**config.mk**
```make
export PLATFORM = sky130hd
export DESIGN_NAME = uart_rx_edge_sampler
export DESIGN_NICKNAME = d
export VERILOG_FILES = /design/src/rtl/uart_rx_pkg.sv /design/src/rtl/uart_rx_data_sampler.sv /design/src/rtl/uart_rx_edge_sampler.sv
export SDC_FILE = /design/constraint.sdc
export NUM_CORES = 1
export LEC_CHECK = 0
export ABC_AREA = 1
export CORE_MARGIN = 4
export CORE_UTILIZATION = 41
export CTS_CLUSTER_SIZE = 16
export DETAILED_ROUTE_END_ITERATION = 7
export PLACE_DENSITY_LB_ADDON = 0.2
export SYNTH_ARGS = -nofsm -noshare
export SYNTH_HDL_FRONTEND = slang
export SYNTH_SLANG_ARGS = --single-unit
```
**constraint.sdc**
```tcl
create_clock -name clk -period 3.3 [get_ports clk]
set_clock_uncertainty 0.2 [all_clocks]
set_input_delay 0.66 -clock clk [delete_from_list [all_inputs] [get_ports clk]]
set_output_delay 0.66 -clock clk [all_outputs]
set_load 0.05 [all_outputs]
```
**src/rtl/uart_rx_pkg.sv**
```systemverilog
// Shared constants and helpers for the UART receive front end.
// Holds the legal oversampling ratios, bit-counter sizing and the majority vote.
package uart_rx_pkg;

  localparam int unsigned PRESCALE_8  = 8;
  localparam int unsigned PRESCALE_16 = 16;
  localparam int unsigned PRESCALE_32 = 32;

  localparam int          BIT_CNT_W        = 4;
  localparam int unsigned BIT_CNT_MAX      = 15;
  // Bit index at which the receive FSM leaves its deserialize state.
  localparam int unsigned BIT_CNT_DATA_END = 9;

  function automatic logic prescale_is_legal(input int unsigned p);
    return (p == PRESCALE_8) || (p == PRESCALE_16) || (p == PRESCALE_32);
  endfunction

  function automatic logic majority3(input logic a, input logic b, input logic c);
    return (a & b) | (a & c) | (b & c);
  endfunction

endpackage

```
**src/rtl/uart_rx_data_sampler.sv**
```systemverilog
// Three-point mid-bit sampler: captures the line at H-2 and H-1, votes at H,
// and flags the fresh result one cycle later.
module uart_rx_data_sampler
  import uart_rx_pkg::*;
#(
  parameter int PRESCALE_W = 6
) (
  input  logic                  clk,
  input  logic                  rst,
  input  logic [PRESCALE_W-1:0] edge_cnt,
  input  logic [PRESCALE_W-1:0] half_prescale,
  input  logic                  data_samp_en,
  input  logic                  rx_in,
  output logic                  sampled_bit,
  output logic                  sample_done
);

  logic s0_q, s0_d;
  logic s1_q, s1_d;
  logic sampled_bit_q, sampled_bit_d;
  logic sample_done_q, sample_done_d;
  logic at_first, at_second, at_vote;

  assign at_first  = (edge_cnt == (half_prescale - PRESCALE_W'(2)));
  assign at_second = (edge_cnt == (half_prescale - PRESCALE_W'(1)));
  assign at_vote   = (edge_cnt == half_prescale);

  always_comb begin
    s0_d          = s0_q;
    s1_d          = s1_q;
    sampled_bit_d = sampled_bit_q;
    sample_done_d = 1'b0;
    if (data_samp_en) begin
      if (at_first) begin
        s0_d = rx_in;
      end
      if (at_second) begin
        s1_d = rx_in;
      end
      // The third sample is taken live so the vote lands in the same cycle.
      if (at_vote) begin
        sampled_bit_d = majority3(s0_q, s1_q, rx_in);
        sample_done_d = 1'b1;
      end
    end
  end

  always_ff @(posedge clk) begin
    if (rst) begin
      s0_q          <= 1'b1;
      s1_q          <= 1'b1;
      sampled_bit_q <= 1'b1;
      sample_done_q <= 1'b0;
    end else begin
      s0_q          <= s0_d;
      s1_q          <= s1_d;
      sampled_bit_q <= sampled_bit_d;
      sample_done_q <= sample_done_d;
    end
  end

  assign sampled_bit = sampled_bit_q;
  assign sample_done = sample_done_q;

endmodule

```
**src/rtl/uart_rx_edge_sampler.sv**
```systemverilog
// UART receive timing front end: oversampling edge counter, frame bit counter,
// per-frame prescale latch and the majority-vote data sampler.
module uart_rx_edge_sampler
  import uart_rx_pkg::*;
#(
  parameter int PRESCALE_W = 6
) (
  input  logic                  clk,
  input  logic                  rst,
  input  logic [PRESCALE_W-1:0] prescale,
  input  logic                  RX_IN,
  input  logic                  data_samp_en,
  input  logic                  cnt_enable,
  output logic [PRESCALE_W-1:0] edge_cnt,
  output logic [BIT_CNT_W-1:0]  bit_cnt,
  output logic                  last_edge_flag,
  output logic                  sampled_bit,
  output logic                  sample_done
);

  localparam logic [PRESCALE_W-1:0] PRESCALE_RST = PRESCALE_W'(PRESCALE_8);
  localparam logic [BIT_CNT_W-1:0]  BIT_CNT_SAT  = BIT_CNT_W'(BIT_CNT_MAX);

  logic [PRESCALE_W-1:0] prescale_q, prescale_d;
  logic [PRESCALE_W-1:0] edge_cnt_q, edge_cnt_d;
  logic [BIT_CNT_W-1:0]  bit_cnt_q, bit_cnt_d;
  logic [PRESCALE_W-1:0] half_prescale;
  logic [PRESCALE_W-1:0] last_edge_idx;
  logic                  prescale_legal;
  logic                  wrap;

  assign prescale_legal = prescale_is_legal(32'(prescale));
  assign half_prescale  = prescale_q >> 1;
  assign last_edge_idx  = prescale_q - PRESCALE_W'(1);
  assign wrap           = cnt_enable && (edge_cnt_q == last_edge_idx);

  // Reset masks the flag so a stale counter cannot assert it while cnt_enable is ignored.
  assign last_edge_flag = wrap && !rst;

  // The ratio only reloads while idle, so it is frozen for the whole frame.
  always_comb begin
    prescale_d = prescale_q;
    edge_cnt_d = edge_cnt_q;
    bit_cnt_d  = bit_cnt_q;
    if (!cnt_enable) begin
      prescale_d = prescale_legal ? prescale : PRESCALE_RST;
      edge_cnt_d = '0;
      bit_cnt_d  = '0;
    end else if (wrap) begin
      edge_cnt_d = '0;
      if (bit_cnt_q != BIT_CNT_SAT) begin
        bit_cnt_d = bit_cnt_q + BIT_CNT_W'(1);
      end
    end else begin
      edge_cnt_d = edge_cnt_q + PRESCALE_W'(1);
    end
  end

  always_ff @(posedge clk) begin
    if (rst) begin
      prescale_q <= PRESCALE_RST;
      edge_cnt_q <= '0;
      bit_cnt_q  <= '0;
    end else begin
      prescale_q <= prescale_d;
      edge_cnt_q <= edge_cnt_d;
      bit_cnt_q  <= bit_cnt_d;
    end
  end

  assign edge_cnt = edge_cnt_q;
  assign bit_cnt  = bit_cnt_q;

  uart_rx_data_sampler #(
    .PRESCALE_W (PRESCALE_W)
  ) u_data_sampler (
    .clk           (clk),
    .rst           (rst),
    .edge_cnt      (edge_cnt_q),
    .half_prescale (half_prescale),
    .data_samp_en  (data_samp_en),
    .rx_in         (RX_IN),
    .sampled_bit   (sampled_bit),
    .sample_done   (sample_done)
  );

endmodule

```
==> impl_results.md, run 1 <==
- Syn_nets: ~210
- Maximum vdd drop: 113 uV
- Leakage power: about 0.67 nW
- First-pass GRT wire length: approximately 5 mm
- Longest Clk Path Bufs: 2
- Synth area leaders: dfxtp_1 30%, nand2_1 12%, nor2_1 7.2%
- Cts bufs inserted: 3
- WL final: 2.85 mm
- Post-CTS Resized: 0
- Final setup violation count: 0
- Insertion delay to the later sink of the worst-skew pair: 0.31 ns
- Vias: about 1,200
- # rows: 20
- RSZ-0062 raised after global routing: false
- Port-buffer cells: 23
- H-tree depth: 1
- Layout cell share with drive strength beyond 1: 0.105
- Warnings from Yosys: 0
- Die width: around 65 um
- Fin nets: 238
- Post-synth top flop: dfxtp_1
- TritonCTS clock tree: done
- Maximum operating frequency: between 300 and 400 MHz
- GRT overflow: 0
- Antenna-violating nets left: 0
- Area of the mapped netlist: roughly 1400 sq um
- CP max FO: 7
- PD cells: approximately 260 nW/um^2
- Area occupied by multi-input gates: approximately 830 sq um
- Ant. Diodes: 0
- Cell count after synthesis: between 150 and 200
- Gpl congestion: around 0.93
- Drt drc: 0
- Tot GR Track Use: 0.155
- Detailed Route Iter0 Violations: between 40 and 50
- Clk Tree Root Cell: clkbuf_4
- Post-synth top cells: 45 x nand2_1, 26 x nor2_1, 22 x inv_1
- Worst setup path class: flop to output pin
- Fraction of registers with async set or reset after synthesis: 0
- Synth Register Bits: 20
- Worst Setup Start Kind: flop
- Worst-path clk slew: roughly 0.11 ns
- Area Overhead vs Synth: 23.8%
- Worst slew margin: 0.666
- Final Cycle Share: 0.916
- Max-cap viol count: 0
- Vias per Instance: 4.70
- CP required: 2.44 ns
- Critical path capture point type: output pin
- WL/cell: 10.8 um
- I/O pin cnt: 24
- Final max-slew violation count: 0
- Final worst slack: ~0.28 ns
- Post-synth EDFFs: 0
- Largest net degree at the start of global routing: 12
- Die H: 65.5 um
- Sequential Area: 400 sq um
- TritonCTS Sinks: 20
- Core ar.: 3100 sq um
- Hold buffer count at CTS: 0
- Dpl hpwl: ~2.3 mm
- Largest area contributor in the netlist: dfxtp_1
- Minimum clock period: 3.02 ns
- Initial core utilization: 0.436
- Syn avg cell area: between 6 and 7 sq um
- Initial antenna violation count: 0
- Status: completed
- Pre-CTS WS: between 0.2 and 0.3 ns
- Final hold viol count: 0
- Seq/Total Area, Yosys: 0.296
- Unique cell type count in the Yosys netlist: 28
- Share of the synthesized area in the top cell type: 0.296
- Vias in the first global route: 1,171
- HP Class: flop to flop
- Final setup TNS: 0 ns
- DRT Pass-1 Iters: 4
- Post-CTS setup buffer count: 0
- Top-count cell post-synth: nand2_1
- Critical path arrival: approximately 2.2 ns
- Worst-margin pin slew: approximately 0.50 ns
- Die ar.: roughly 4300 sq um
- Total of fill cells in the finished design: roughly 330
[critical path, cell delays in order (launching register included)]
cell	delay (ns)
dfxtp_1	0.35
inv_1	0.21
ha_1	0.29
nand2_1	0.11
inv_1	0.06
nand2_1	0.05
nand2_1	0.05
nand2_1	0.09
nor2_4	0.20
nand2_1	0.10
nor2_1	0.18
buf_12	0.16
[final cells by class]
cell class                 count  area share
multi-input combinational    143       0.498
sequential                    20       0.239
timing repair buffer          23       0.143
inverter                      29      0.0650
tap                           44      0.0329
clock buffer                   4      0.0217
[flip-flops by register name, indices dropped and copies added, names as in the netlist]
signal / count
prescale_q: 6
u_data_sampler.sample_done: 1
bit_cnt: 4
u_data_sampler.s1_q: 1
u_data_sampler.sampled_bit: 1
edge_cnt: 6
u_data_sampler.s0_q: 1
[layout by cell type (no fill, tap or decap), drive strengths merged]
cell / count
nor3: 3
nand4: 8
o211ai: 1
clkdlybuf4s50: 22
and3: 1
nor2: 30
xnor2: 7
o21ai: 2
dfxtp: 20
nand2: 46
ha: 7
o21a: 1
inv: 28
a22oi: 1
xor2: 12
nand3: 17
a21oi: 5
clkinv: 1
a31oi: 1
or2: 1
clkbuf: 4
buf: 1
[per-stage QoR]
| step | instances | util | power, W | instance area, sq um | hold slack (ns) |
|---|---|---|---|---|---|
| after global routing | 263 | 0.540 | 0.000459 | 1680 | 0.335 |
| after detailed placement | 259 | 0.528 | 0.000297 | 1640 | 0.272 |
| after global placement | 259 | 0.528 | 0.000297 | 1640 | 0.265 |
| after CTS | 263 | 0.540 | 0.000444 | 1680 | 0.294 |
| final | 263 | 0.540 | 0.000435 | 1680 | 0.285 |
| after floorplan | 194 | - | 0.000275 | 1350 | 0.250 |
[where the power goes]
group	total, W	leakage, nW	switching (W)	internal (W)
Clock	0.000144	0.0210	0.0000763	0.0000675
Sequential	0.000247	0.162	0.00000389	0.000243
Combinational	0.0000442	0.483	0.0000234	0.0000208
[metal layers]
metal / part of all wire / GRT usage
met2: 0.44 / 0.253
met5: 0 / 0
met3: 0.043 / 0.0393
met4: 0.021 / 0.0570
met1: 0.50 / 0.197
[final timing paths]
path	start	end	slack, ns	cells past startpoint
worst max-delay path	prescale_q[2]	last_edge_flag	0.28	11
worst min-delay path	u_data_sampler.sampled_bit	u_data_sampler.sampled_bit	0.29	2
worst max register to register	prescale_q[2]	edge_cnt[0]	1.29	11
worst min register to register	u_data_sampler.sampled_bit	u_data_sampler.sampled_bit	0.29	2
[cells by family (layout without fill, tap and decap cells)]
| family | count (synthesis) | after routing | synth area share |
|---|---|---|---|
| XOR/XNOR | 19 | 19 | 0.153 |
| flip-flops | 20 | 20 | 0.296 |
| buffers and inverters | 31 | 56 | 0.0878 |
| AND/OR/NAND/NOR | 106 | 106 | 0.351 |
| AO/OA/AOI/OAI | 11 | 11 | 0.0471 |
| adder cells (fa/ha/maj) | 7 | 7 | 0.0647 |
No activity file was read; power rests on OpenSTA's default activity.
==> run 2: changes to the inputs <==
--- a/config.mk
+++ b/config.mk
@@ -11,6 +11,7 @@
 export CTS_CLUSTER_SIZE = 16
 export DETAILED_ROUTE_END_ITERATION = 7
 export PLACE_DENSITY_LB_ADDON = 0.2
+export SKIP_LAST_GASP = 1
 export SYNTH_ARGS = -nofsm -noshare
 export SYNTH_HDL_FRONTEND = slang
 export SYNTH_SLANG_ARGS = --single-unit
==> results of run 2 <==
The final DEF is identical to that of run 1; final timing and power are the same.
==> run 3: changes to the inputs <==
--- a/config.mk
+++ b/config.mk
@@ -6,7 +6,7 @@
 export NUM_CORES = 1
 export LEC_CHECK = 0
 export ABC_AREA = 1
-export CORE_MARGIN = 4
+export CORE_MARGIN = 2
 export CORE_UTILIZATION = 41
 export CTS_CLUSTER_SIZE = 16
 export DETAILED_ROUTE_END_ITERATION = 7
==> run 3 against run 2 <==
Compared with the run above:
- core utilization did not move
- power rose by 1.1%
- register-to-register slack improved by 0.03 ns
- global-route usage rose by 1.7 points
- final area did not move
- non-clock buffer count did not move
- critical path depth did not move
- count of clock-buffer cells in the layout did not move
- combinational power barely moved
- die area fell by 12%
- via count rose by 1.3%
- sequential power barely moved
==> impl_results.md, run 3 (same netlist as run 1, synthesis figures left out) <==
- Total of fill cells in the finished design: 330
- Vias: around 1,300
- Crit-path cells: inv_1 > ha_1 > nand2_1 > inv_1 > nand2_1 > nand2_1 > nand2_1 > nor2_4 > nand2_1 > nor2_1 > buf_12
- Leakage power: 0.665 nW
- Post-CTS Resized: 0
- Cts bufs inserted: 3
- RSZ-0062 raised after global routing: false
- Pre-CTS WS: 0.295 ns
- Final Cycle Share: 0.908
- Final setup TNS: 0 ns
- CP max FO: 7
- Hold Startpoint: bit_cnt[3]
- Met2 wire len: between 1 and 1.5 mm
- TritonCTS Sinks: 20
- Insertion delay to the later sink of the worst-skew pair: between 0.3 and 0.4 ns
- GRT overflow: 0
- Worst-margin pin slew: between 0.5 and 0.6 ns
- WL/cell: about 11 um
- Antenna-violating nets left: 0
- Slowest-stage cell, CP: dfxtp_1
- H-tree depth: 1
- Vias per Instance: between 4 and 5
- Worst path bufs/invs: 3
- Final worst slack: approximately 0.30 ns
- Hold buffer count at CTS: 0
- Worst-path clk slew: about 0.12 ns
- Die width: slightly above 60 um
- TritonCTS clock tree: done
- Reg-to-reg endpoint: edge_cnt[0]
- Detailed Route Iter0 Violations: 34
- Critical path capture point type: output pin
- First-pass GRT wire length: roughly 4.8 mm
- CP required: ~2.4 ns
- DRT Pass-1 Iters: 4
- Most Frequent Cell on Critical Path: nand2_1
- Maximum operating frequency: 334 MHz
- Area Overhead vs Synth: 23.8%
- CP top delay family: simple AND/OR/NAND/NOR gates
- FF-to-FF path depth: 11
- Final max-slew violation count: 0
- Port-buffer cells: 23
- Final hold viol count: 0
- Fin nets: around 240
- Worst Setup Start Kind: flop
- Max-cap viol count: 0
- Post-CTS setup buffer count: 0
- Gpl congestion: approximately 0.85
- Vias in the first global route: approximately 1,100
- Worst Hold Depth: 2
- Initial core utilization: 0.436
- Clk Tree Root Cell: clkbuf_4
- Maximum vdd drop: between 150 and 200 uV
- Final setup violation count: 0
- Crit-path max cell delay: 0.36 ns
- Most common cell after layout, fill and taps aside: nand2_1
- Tot GR Track Use: 0.172
- Longest Clk Path Bufs: 2
- Status: completed
- Minimum clock period: around 3 ns
- CP Depth: 11
- Met3 routed WL: between 100 and 150 um
- # rows: 20
- Dpl hpwl: between 2 and 2.5 mm
- WL final: roughly 2.9 mm
- Die H: 61.5 um
- Worst slew margin: 0.664
- Largest net degree at the start of global routing: 12
- Worst R2R Start: prescale_q[2]
- Hold EP: bit_cnt[3]
- Ant. Diodes: 0
- I/O pin cnt: 24
- Worst R2R Setup Slack: roughly 1.3 ns
- HP Class: flop to flop
- Total Power: 0.000440 W
- PD cells: 262 nW/um^2
- Die ar.: around 3800 sq um
- Worst setup path class: flop to output pin
- Met1 Routed Length: 1.43 mm
- Drt drc: 0
- Initial antenna violation count: 0
- Layout cell share with drive strength beyond 1: 0.105
- Core ar.: roughly 3100 sq um
- Most frequent cells in the layout: 45 x nand2_1, 26 x nor2_1, 22 x inv_1, 22 x clkdlybuf4s50_1, 20 x dfxtp_1
- Critical path arrival: ~2.1 ns
- Highest routed layer: met3
[run 3: layer usage]
metal / track usage / vias to the layer above
li1: - / 662
met1: 0.231 / 565
met2: 0.289 / 24
met3: 0.0462 / 0
met4: 0.0182 / 0
met5: 0 / -
[run 3: worst max path at each step]
stage / start / to
finish: prescale_q[2] / last_edge_flag
global route: prescale_q[2] / last_edge_flag
CTS: prescale_q[1] / last_edge_flag
detailed placement: cnt_enable / last_edge_flag
global placement: cnt_enable / last_edge_flag
floorplan: edge_cnt[2] / last_edge_flag
[run 3: cell type report]
type | instances | area (sq um) | area share
clock buffer | 4 | 36.3 | 0.0217
multi-input combinational | 143 | 835 | 0.498
timing repair buffer | 23 | 240 | 0.143
sequential | 20 | 400 | 0.239
inverter | 29 | 109 | 0.0650
tap | 44 | 55.1 | 0.0329
[run 3: report_power, final]
part           switching [W]  leakage, nW  internal, W
registers         0.00000389        0.162     0.000243
clock network      0.0000812       0.0210    0.0000674
logic              0.0000233        0.483    0.0000208
[run 3: metrics by stage]
| stage | instance area (sq um) | util | hold slack, ns | instances |
|---|---|---|---|---|
| after global routing | 1680 | 0.540 | 0.323 | 263 |
| after floorplan | 1350 | - | 0.250 | 194 |
| final | 1680 | 0.540 | 0.296 | 263 |
| after global placement | 1640 | 0.528 | 0.262 | 259 |
| after detailed placement | 1640 | 0.528 | 0.277 | 259 |
| after CTS | 1680 | 0.540 | 0.297 | 263 |
[run 3: worst register-to-register path, stage by stage, from the launching register on]
cell	delay [ns]
dfxtp_1	0.36
inv_1	0.19
ha_1	0.28
nand2_1	0.11
inv_1	0.06
nand2_1	0.05
nand2_1	0.05
nand2_1	0.09
nor2_4	0.19
nand2_1	0.10
nand2_2	0.14
nor2_1	0.05
